==> config.mk <==
export PLATFORM = sky130hd
export DESIGN_NAME = mod_switches
export DESIGN_NICKNAME = d
export VERILOG_FILES = /design/src/rtl/mod_switches_pkg.sv /design/src/rtl/mod_switches_debounce_cell.sv /design/src/rtl/mod_switches.sv
export SDC_FILE = /design/constraint.sdc
export NUM_CORES = 1
export LEC_CHECK = 0
export CAP_MARGIN = 25
export CORE_MARGIN = 1
export CORE_UTILIZATION = 30
export CTS_CLUSTER_DIAMETER = 100
export DETAILED_ROUTE_END_ITERATION = 10
export GPL_TIMING_DRIVEN = 0
export MAX_ROUTING_LAYER = met4
export PLACE_DENSITY = 0.47
export SLEW_MARGIN = 30
export SYNTH_ARGS = -nofsm -noshare
export SYNTH_HDL_FRONTEND = slang
export SYNTH_SLANG_ARGS = --single-unit
==> constraint.sdc <==
create_clock -name i_clk -period 2 [get_ports i_clk]
set_input_delay 0.4 -clock i_clk [delete_from_list [all_inputs] [get_ports i_clk]]
set_output_delay 0.4 -clock i_clk [all_outputs]
set_load 0.05 [all_outputs]
==> src/rtl/mod_switches_pkg.sv <==
// Shared definitions for the switch/button peripheral: register offsets
// decoded from daddr[3:2] and a constant-width helper.
package mod_switches_pkg;

  localparam logic [1:0] SW_STATE  = 2'd0;
  localparam logic [1:0] BTN_STATE = 2'd1;
  localparam logic [1:0] BTN_PRESS = 2'd2;
  localparam logic [1:0] IRQ_EN    = 2'd3;

  // Ceiling log2, usable in constant expressions (returns 0 for value <= 1).
  function automatic int CLOG2(input int value);
    int r;
    int v;
    r = 0;
    v = value - 1;
    while (v > 0) begin
      r = r + 1;
      v = v >> 1;
    end
    return r;
  endfunction

endpackage

==> src/rtl/mod_switches_debounce_cell.sv <==
// One input bit: two-flop synchroniser followed by a stability counter.
// A change on the synchronised input is accepted only after it has been
// seen for DEBOUNCE_CYCLES consecutive cycles; any return to the current
// stable value restarts the count. o_rise pulses for one cycle on the
// same edge that the stable value goes 0->1.
module debounce_cell
  import mod_switches_pkg::*;
#(
  parameter int DEBOUNCE_CYCLES = 500000
) (
  input  logic i_clk,
  input  logic i_rst,
  input  logic i_raw,
  output logic o_stable,
  output logic o_rise
);

  localparam int              CW = CLOG2(DEBOUNCE_CYCLES);
  localparam logic [CW-1:0]   TC = CW'(DEBOUNCE_CYCLES - 1);

  logic          r_meta;
  logic          r_sync;
  logic          r_st;
  logic          r_rise;
  logic [CW-1:0] r_cnt;
  logic          w_tc;

  assign w_tc     = (r_cnt == TC);
  assign o_stable = r_st;
  assign o_rise   = r_rise;

  // Synchronise the raw pin and qualify changes with the stability counter.
  always_ff @(posedge i_clk) begin
    if (i_rst) begin
      r_meta <= 1'b0;
      r_sync <= 1'b0;
      r_st   <= 1'b0;
      r_rise <= 1'b0;
      r_cnt  <= '0;
    end else begin
      r_meta <= i_raw;
      r_sync <= r_meta;
      r_rise <= 1'b0;
      if (r_sync == r_st) begin
        r_cnt <= '0;
      end else if (w_tc) begin
        r_st   <= r_sync;
        r_cnt  <= '0;
        r_rise <= r_sync;
      end else begin
        r_cnt <= r_cnt + CW'(1);
      end
    end
  end

endmodule

==> src/rtl/mod_switches.sv <==
// Memory-mapped input peripheral for slide switches and pushbuttons.
// Inputs are debounced on posedge; bus-visible registers (press flags,
// interrupt enables, irq) update on negedge, matching the CPU bus timing.
module mod_switches
  import mod_switches_pkg::*;
#(
  parameter int DEBOUNCE_CYCLES = 500000,
  parameter int NSW             = 8,
  parameter int NBTN            = 4
) (
  input  logic            i_clk,
  input  logic            i_rst,
  input  logic            i_de,
  input  logic [31:0]     i_daddr,
  input  logic            i_drw,
  input  logic [31:0]     i_din,
  output logic [31:0]     o_dout,
  input  logic [NSW-1:0]  i_sw,
  input  logic [NBTN-1:0] i_btn,
  output logic            o_irq
);

  logic [NSW-1:0]  w_sw_st;
  logic [NSW-1:0]  w_sw_rise;
  logic [NBTN-1:0] w_btn_st;
  logic [NBTN-1:0] w_btn_rise;
  logic [1:0]      w_off;
  logic            w_wr;

  logic [NBTN-1:0] r_press;
  logic [NBTN-1:0] r_irq_en;
  logic            r_irq;

  assign w_off = i_daddr[3:2];
  assign w_wr  = i_de && i_drw;
  assign o_irq = r_irq;

  // Switch rise pulses exist only because the cell is shared; switches
  // have no press latch.
  for (genvar g = 0; g < NSW; g++) begin : g_sw
    debounce_cell #(
      .DEBOUNCE_CYCLES(DEBOUNCE_CYCLES)
    ) u_cell (
      .i_clk    (i_clk),
      .i_rst    (i_rst),
      .i_raw    (i_sw[g]),
      .o_stable (w_sw_st[g]),
      .o_rise   (w_sw_rise[g])
    );
  end

  for (genvar g = 0; g < NBTN; g++) begin : g_btn
    debounce_cell #(
      .DEBOUNCE_CYCLES(DEBOUNCE_CYCLES)
    ) u_cell (
      .i_clk    (i_clk),
      .i_rst    (i_rst),
      .i_raw    (i_btn[g]),
      .o_stable (w_btn_st[g]),
      .o_rise   (w_btn_rise[g])
    );
  end

  // Bus-side registers: sticky press flags (set beats W1C), enables, irq.
  always_ff @(negedge i_clk) begin
    if (i_rst) begin
      r_press  <= '0;
      r_irq_en <= '0;
      r_irq    <= 1'b0;
    end else begin
      r_irq <= |(r_press & r_irq_en);
      if (w_wr && (w_off == BTN_PRESS)) begin
        r_press <= (r_press & ~i_din[NBTN-1:0]) | w_btn_rise;
      end else begin
        r_press <= r_press | w_btn_rise;
      end
      if (w_wr && (w_off == IRQ_EN)) begin
        r_irq_en <= i_din[NBTN-1:0];
      end
    end
  end

  // Combinational read mux; zero when the device is not selected.
  always_comb begin
    o_dout = 32'h0;
    if (i_de) begin
      case (w_off)
        SW_STATE:  o_dout = 32'(w_sw_st);
        BTN_STATE: o_dout = 32'(w_btn_st);
        BTN_PRESS: o_dout = 32'(r_press);
        IRQ_EN:    o_dout = 32'(r_irq_en);
        default:   o_dout = 32'h0;
      endcase
    end
  end

endmodule

* Word-level counts from Yosys, hierarchy flattened *
Cells that the tools add are included.

word-level totals
  memory bits (writable) = 0
  word-level logic and storage cells = 151
  latch bits = 0
  memories kept = 0
  register bits after elaboration = 277
  output and inout port bits = 33
  input port bits = 80
  memory bits (read-only) = 0

operators by class
  eq/ne operators = 27
  reduce and logical (&&, ||, !) cells = 33
  mux-type cells = 3
  bitwise gates (word level) = 21
  order comparisons = 0
  add/sub/neg operators = 12
  $mul = 0
  shift operators = 0
  div/mod/pow operators = 0

operators with widths
  cell                   number
  $add 19x1->19 const B  12
  $eq 19x19->1 const B   12
  $pmux 32 s4            1
  $reduce_or 3->1        16
  $mux 32                1
  $reduce_and 2->1       12
  $not 1->1              16
  $eq 1x1->1             12
  $and 4x4->4            2
  $or 4x4->4             2
  $eq 2x2->1 const B     2
  $mux 4                 1
  $not 4->4              1
  $reduce_or 4->1        1
  $logic_and 1x1->1      3
  $eq 2x1->1 const B     1
  $logic_not 2->1        1

* Longest topological paths before layout *
  depth after elaboration = 4
  depth in mapped cells = 7
  mapped depth without buffers = 5

* Modules after synthesis *
A second synthesis with hierarchy kept.

unflattened totals
  cell total of the unflattened synthesis = 1467
  area, all modules = 13227.7 µm²

by module, submodules not included
  module                               sequential area each (µm²)  area each (µm²)  instances  cells each
  debounce_cell (g_btn[0].u_cell ...)  460.4                       1029.7           10         115
  debounce_cell (g_sw[7].u_cell)       460.4                       1138.6           1          114
  debounce_cell (g_sw[3].u_cell)       460.4                       1057.3           1          117
  mod_switches                         180.2                       734.5            1          86

==> run metrics <==
Clk pin slew, worst setup/hold paths=roughly 0.05 ns; clk sinks=between 200 and 300; Slew HR=between 30% and 40%; crit start category=flop; core area=40000 um^2; CTS tree=done; Chip Width=between 200 and 250 um; failing checks=negative setup slack; H-tree Lvls=2; wire length after detailed routing=about 27000 um; Worst Hold Class=reg2reg; Critical Setup Path Class=reg2out; first-pass GRT wire length=~45000 um; post-route ant nets=0; ANT cells=0; Tightest Pin Transition=0.956 ns; Worst Path Max Fanout=3; Clock Tree Buf Depth=3; Worst R2R Path Depth=4; Crit. Startpoint=r_irq_en[2]$_SDFFE_NP0P_; worst setup margin=-1.08 ns; layout cells sized above 1=between 10% and 20%; largest net degree at the start of global routing=13; DP HPWL=between 15000 and 20000 um; number of synthesized register bits=about 280; ys async rst share=0%; hold-critical path depth=1; wire length per cell=13.0 um; static leakage=approximately 4.7 nW; Final Hold Viols=0; initial antenna violation count=1; grt total ovfl=0; setup violators final=5; Synth Flop Type=dfxtp_1; final net count=between 1500 and 2000; CP arrival=approximately 2.7 ns; cell area after synthesis=around 12000 um^2; PD cells=around 800 nW/um^2; leading area contributor after synthesis=dfxtp_1; share of the synthesized area in the top cell type=between 40 and 50%; Worst path slowest cell=mux4_2; All-Layer GR Usage=a little over an eighth; crit-path max cell delay=between 0.4 and 0.5 ns; vias in the first global route=9174; via count=a little under 10000; Filler Cells Inserted=4110; Power Total=around 12 mW; post-synthesis sequential area ratio=45.2%; EDFF count, synth=0; worst-skew pair later-pin latency=~0.55 ns; DR vias/cell=4.77; drt initial violations=310; worst reg-to-reg setup slack=about 0.060 ns; clk_skew=0.0571 ns; outcome=complete, but fails checks; Finished Cell Area=15000 um^2; RSZ-0062 raised after global routing=true; max-slew violations=0; cts bufs inserted=34; Mapped Cells=1388; num rows=between 70 and 80; r2r endpoint=g_sw[1].u_cell.o_stable$_SDFFE_PP0P_; Buffers on Ports=28; multi-input logic area=roughly 6500 um^2; Yosys warnings=0; Avg Cell Area, Syn=approximately 8.8 um^2; gpl congestion=~0.79; CP Capture Point=o_dout[2]; Area after DPL=13400 um^2; CTS root buffer=clkbuf_16; DRC viols=0; Worst EP required=1.60 ns; CP endpoint kind=output pin; RR Startpoint=g_sw[1].u_cell.r_cnt[14]$_SDFF_PP0_; die height=around 200 um; die area=41700 um^2; maximum VDD drop=roughly 500 uV; P&R area growth vs syn=22.5%; sequential cell area=roughly 5600 um^2; Starting Density=30.7%; Max-Cap Viols=0; Netlist cell types=about 50; I/O Pins=113; DR pass1 iterations=4; worst-path cell chain=mux4_2 -> and2_4 -> buf_8; Synth area leaders=dfxtp_1 45%, nor2_1 5.8%, xnor2_1 5.5%, xor2_1 5.5%, nand3_1 3.3%
-- flip-flops by register name (all words and copies together) (netlist names) --
signal / count
g_sw.u_cell.o_stable: 8
o_irq: 1
g_btn.u_cell.o_stable: 4
g_sw.u_cell.r_cnt: 152
g_btn.u_cell.o_rise: 4
g_btn.u_cell.r_meta: 4
g_sw.u_cell.r_sync: 8
g_sw.u_cell.r_meta: 8
g_btn.u_cell.r_cnt: 76
g_btn.u_cell.r_sync: 4
r_irq_en: 4
r_press: 4
-- worst max-delay path, delay by kind of cell (launching register included) --
kind	cells	cell delay (ns)
and+or+nand+nor	1	0.17
DFF	1	0.33
muxes	1	0.46
buffers and inverters	1	0.15
-- cell type report --
class | instances | share of cell area [%]
Timing Repair Buffer | 58 | 3.47
Multi-Input combinational cell | 1024 | 43.5
Clock inverter | 21 | 0.841
Buffer | 56 | 2.61
Sequential cell | 277 | 37.0
Inverter | 50 | 1.25
Clock buffer | 47 | 6.88
Tap cell | 525 | 4.37
-- routing by layer --
| layer | global-route usage, % | routed length (um) |
|---|---|---|
| met4 | 3.97 | 514 |
| met3 | 2.44 | 798 |
| met1 | 17.4 | 13200 |
| met2 | 21.3 | 12300 |
| met5 | - | 0 |
-- power breakdown --
group / internal, mW / leakage (nW) / switching, mW / total (mW)
logic: 0.141 / 1.89 / 0.221 / 0.363
clock network: 3.81 / 0.617 / 2.38 / 6.19
registers: 5.55 / 2.24 / 0.0180 / 5.57
-- placed cells by master, fill, tap and decap left out, types with 36 or more instances in the layout --
cell type  count
nand3_1       73
o21ai_0       37
nand4_1       60
or3_1         36
dfxtp_1      261
nor2_1       189
buf_4         55
clkbuf_16     38
xor2_1        77
nand2_1       67
inv_1         59
a21oi_1       76
xnor2_1       77
-- stage by stage --
stage,cells,utilization [%],hold WS (ns),TNS [ns],setup WS (ns)
after floorplan,1411,-,0.413,-2.32,-0.344
after global placement,1964,33.4,0.419,-95.51,-1.55
after detailed placement,1964,33.4,0.423,-88.83,-1.20
after CTS,2042,36.9,0.438,-4.78,-1.10
after global routing,2058,37.6,0.452,-4.87,-1.13
final,2058,37.6,0.434,-4.65,-1.08
-- synth_stat cells, types with 21 or more instances --
library cell	n
a21oi_1	76
and4_1	22
buf_4	26
clkbuf_1	30
dfxtp_1	277
inv_1	51
nand2_1	69
nand3_1	80
nand4_1	60
nor2_1	189
nor2b_1	25
nor3_1	21
nor4_1	32
o21ai_0	37
o31ai_1	28
or3_1	37
or4_1	34
xnor2_1	77
xor2_1	77
-- cell families after synthesis --
| logic type | count (synthesis) | synth area share, % |
|---|---|---|
| other | 1 | 0.0306 |
| adders and majority gates | 12 | 1.22 |
| and+or+nand+nor | 661 | 29.3 |
| xor gates and xnor gates | 154 | 11.0 |
| muxes | 8 | 1.06 |
| AOI/OAI and AO/OA | 165 | 8.00 |
| DFF | 277 | 45.2 |
| buffers and inverters | 110 | 4.19 |
-- worst min-delay path by stage --
stage	slack [ns]	start	endpoint
floorplan	0.41	g_sw[7].u_cell.r_cnt[0]$_SDFF_PP0_	g_sw[7].u_cell.r_cnt[0]$_SDFF_PP0_
global placement	0.42	g_sw[3].u_cell.r_meta$_SDFF_PP0_	g_sw[3].u_cell.r_sync$_SDFF_PP0_
detailed placement	0.42	g_sw[7].u_cell.r_meta$_SDFF_PP0_	g_sw[7].u_cell.r_sync$_SDFF_PP0_
CTS	0.44	g_sw[6].u_cell.r_meta$_SDFF_PP0_	g_sw[6].u_cell.r_sync$_SDFF_PP0_
global route	0.45	g_sw[6].u_cell.r_meta$_SDFF_PP0_	g_sw[6].u_cell.r_sync$_SDFF_PP0_
finish	0.43	g_sw[6].u_cell.r_meta$_SDFF_PP0_	g_sw[6].u_cell.r_sync$_SDFF_PP0_
-- repair_timing --
| item | 4_1_cts | 5_1_grt |
|---|---|---|
| resized for setup | 100 | 50 |
| buffers inserted | 13 | 17 |
| pin swaps | 6 | 8 |
| hold buffers | 0 | 0 |
| setup endpoints to repair | 169 | 154 |
No activity file was read; power rests on OpenSTA's default activity.
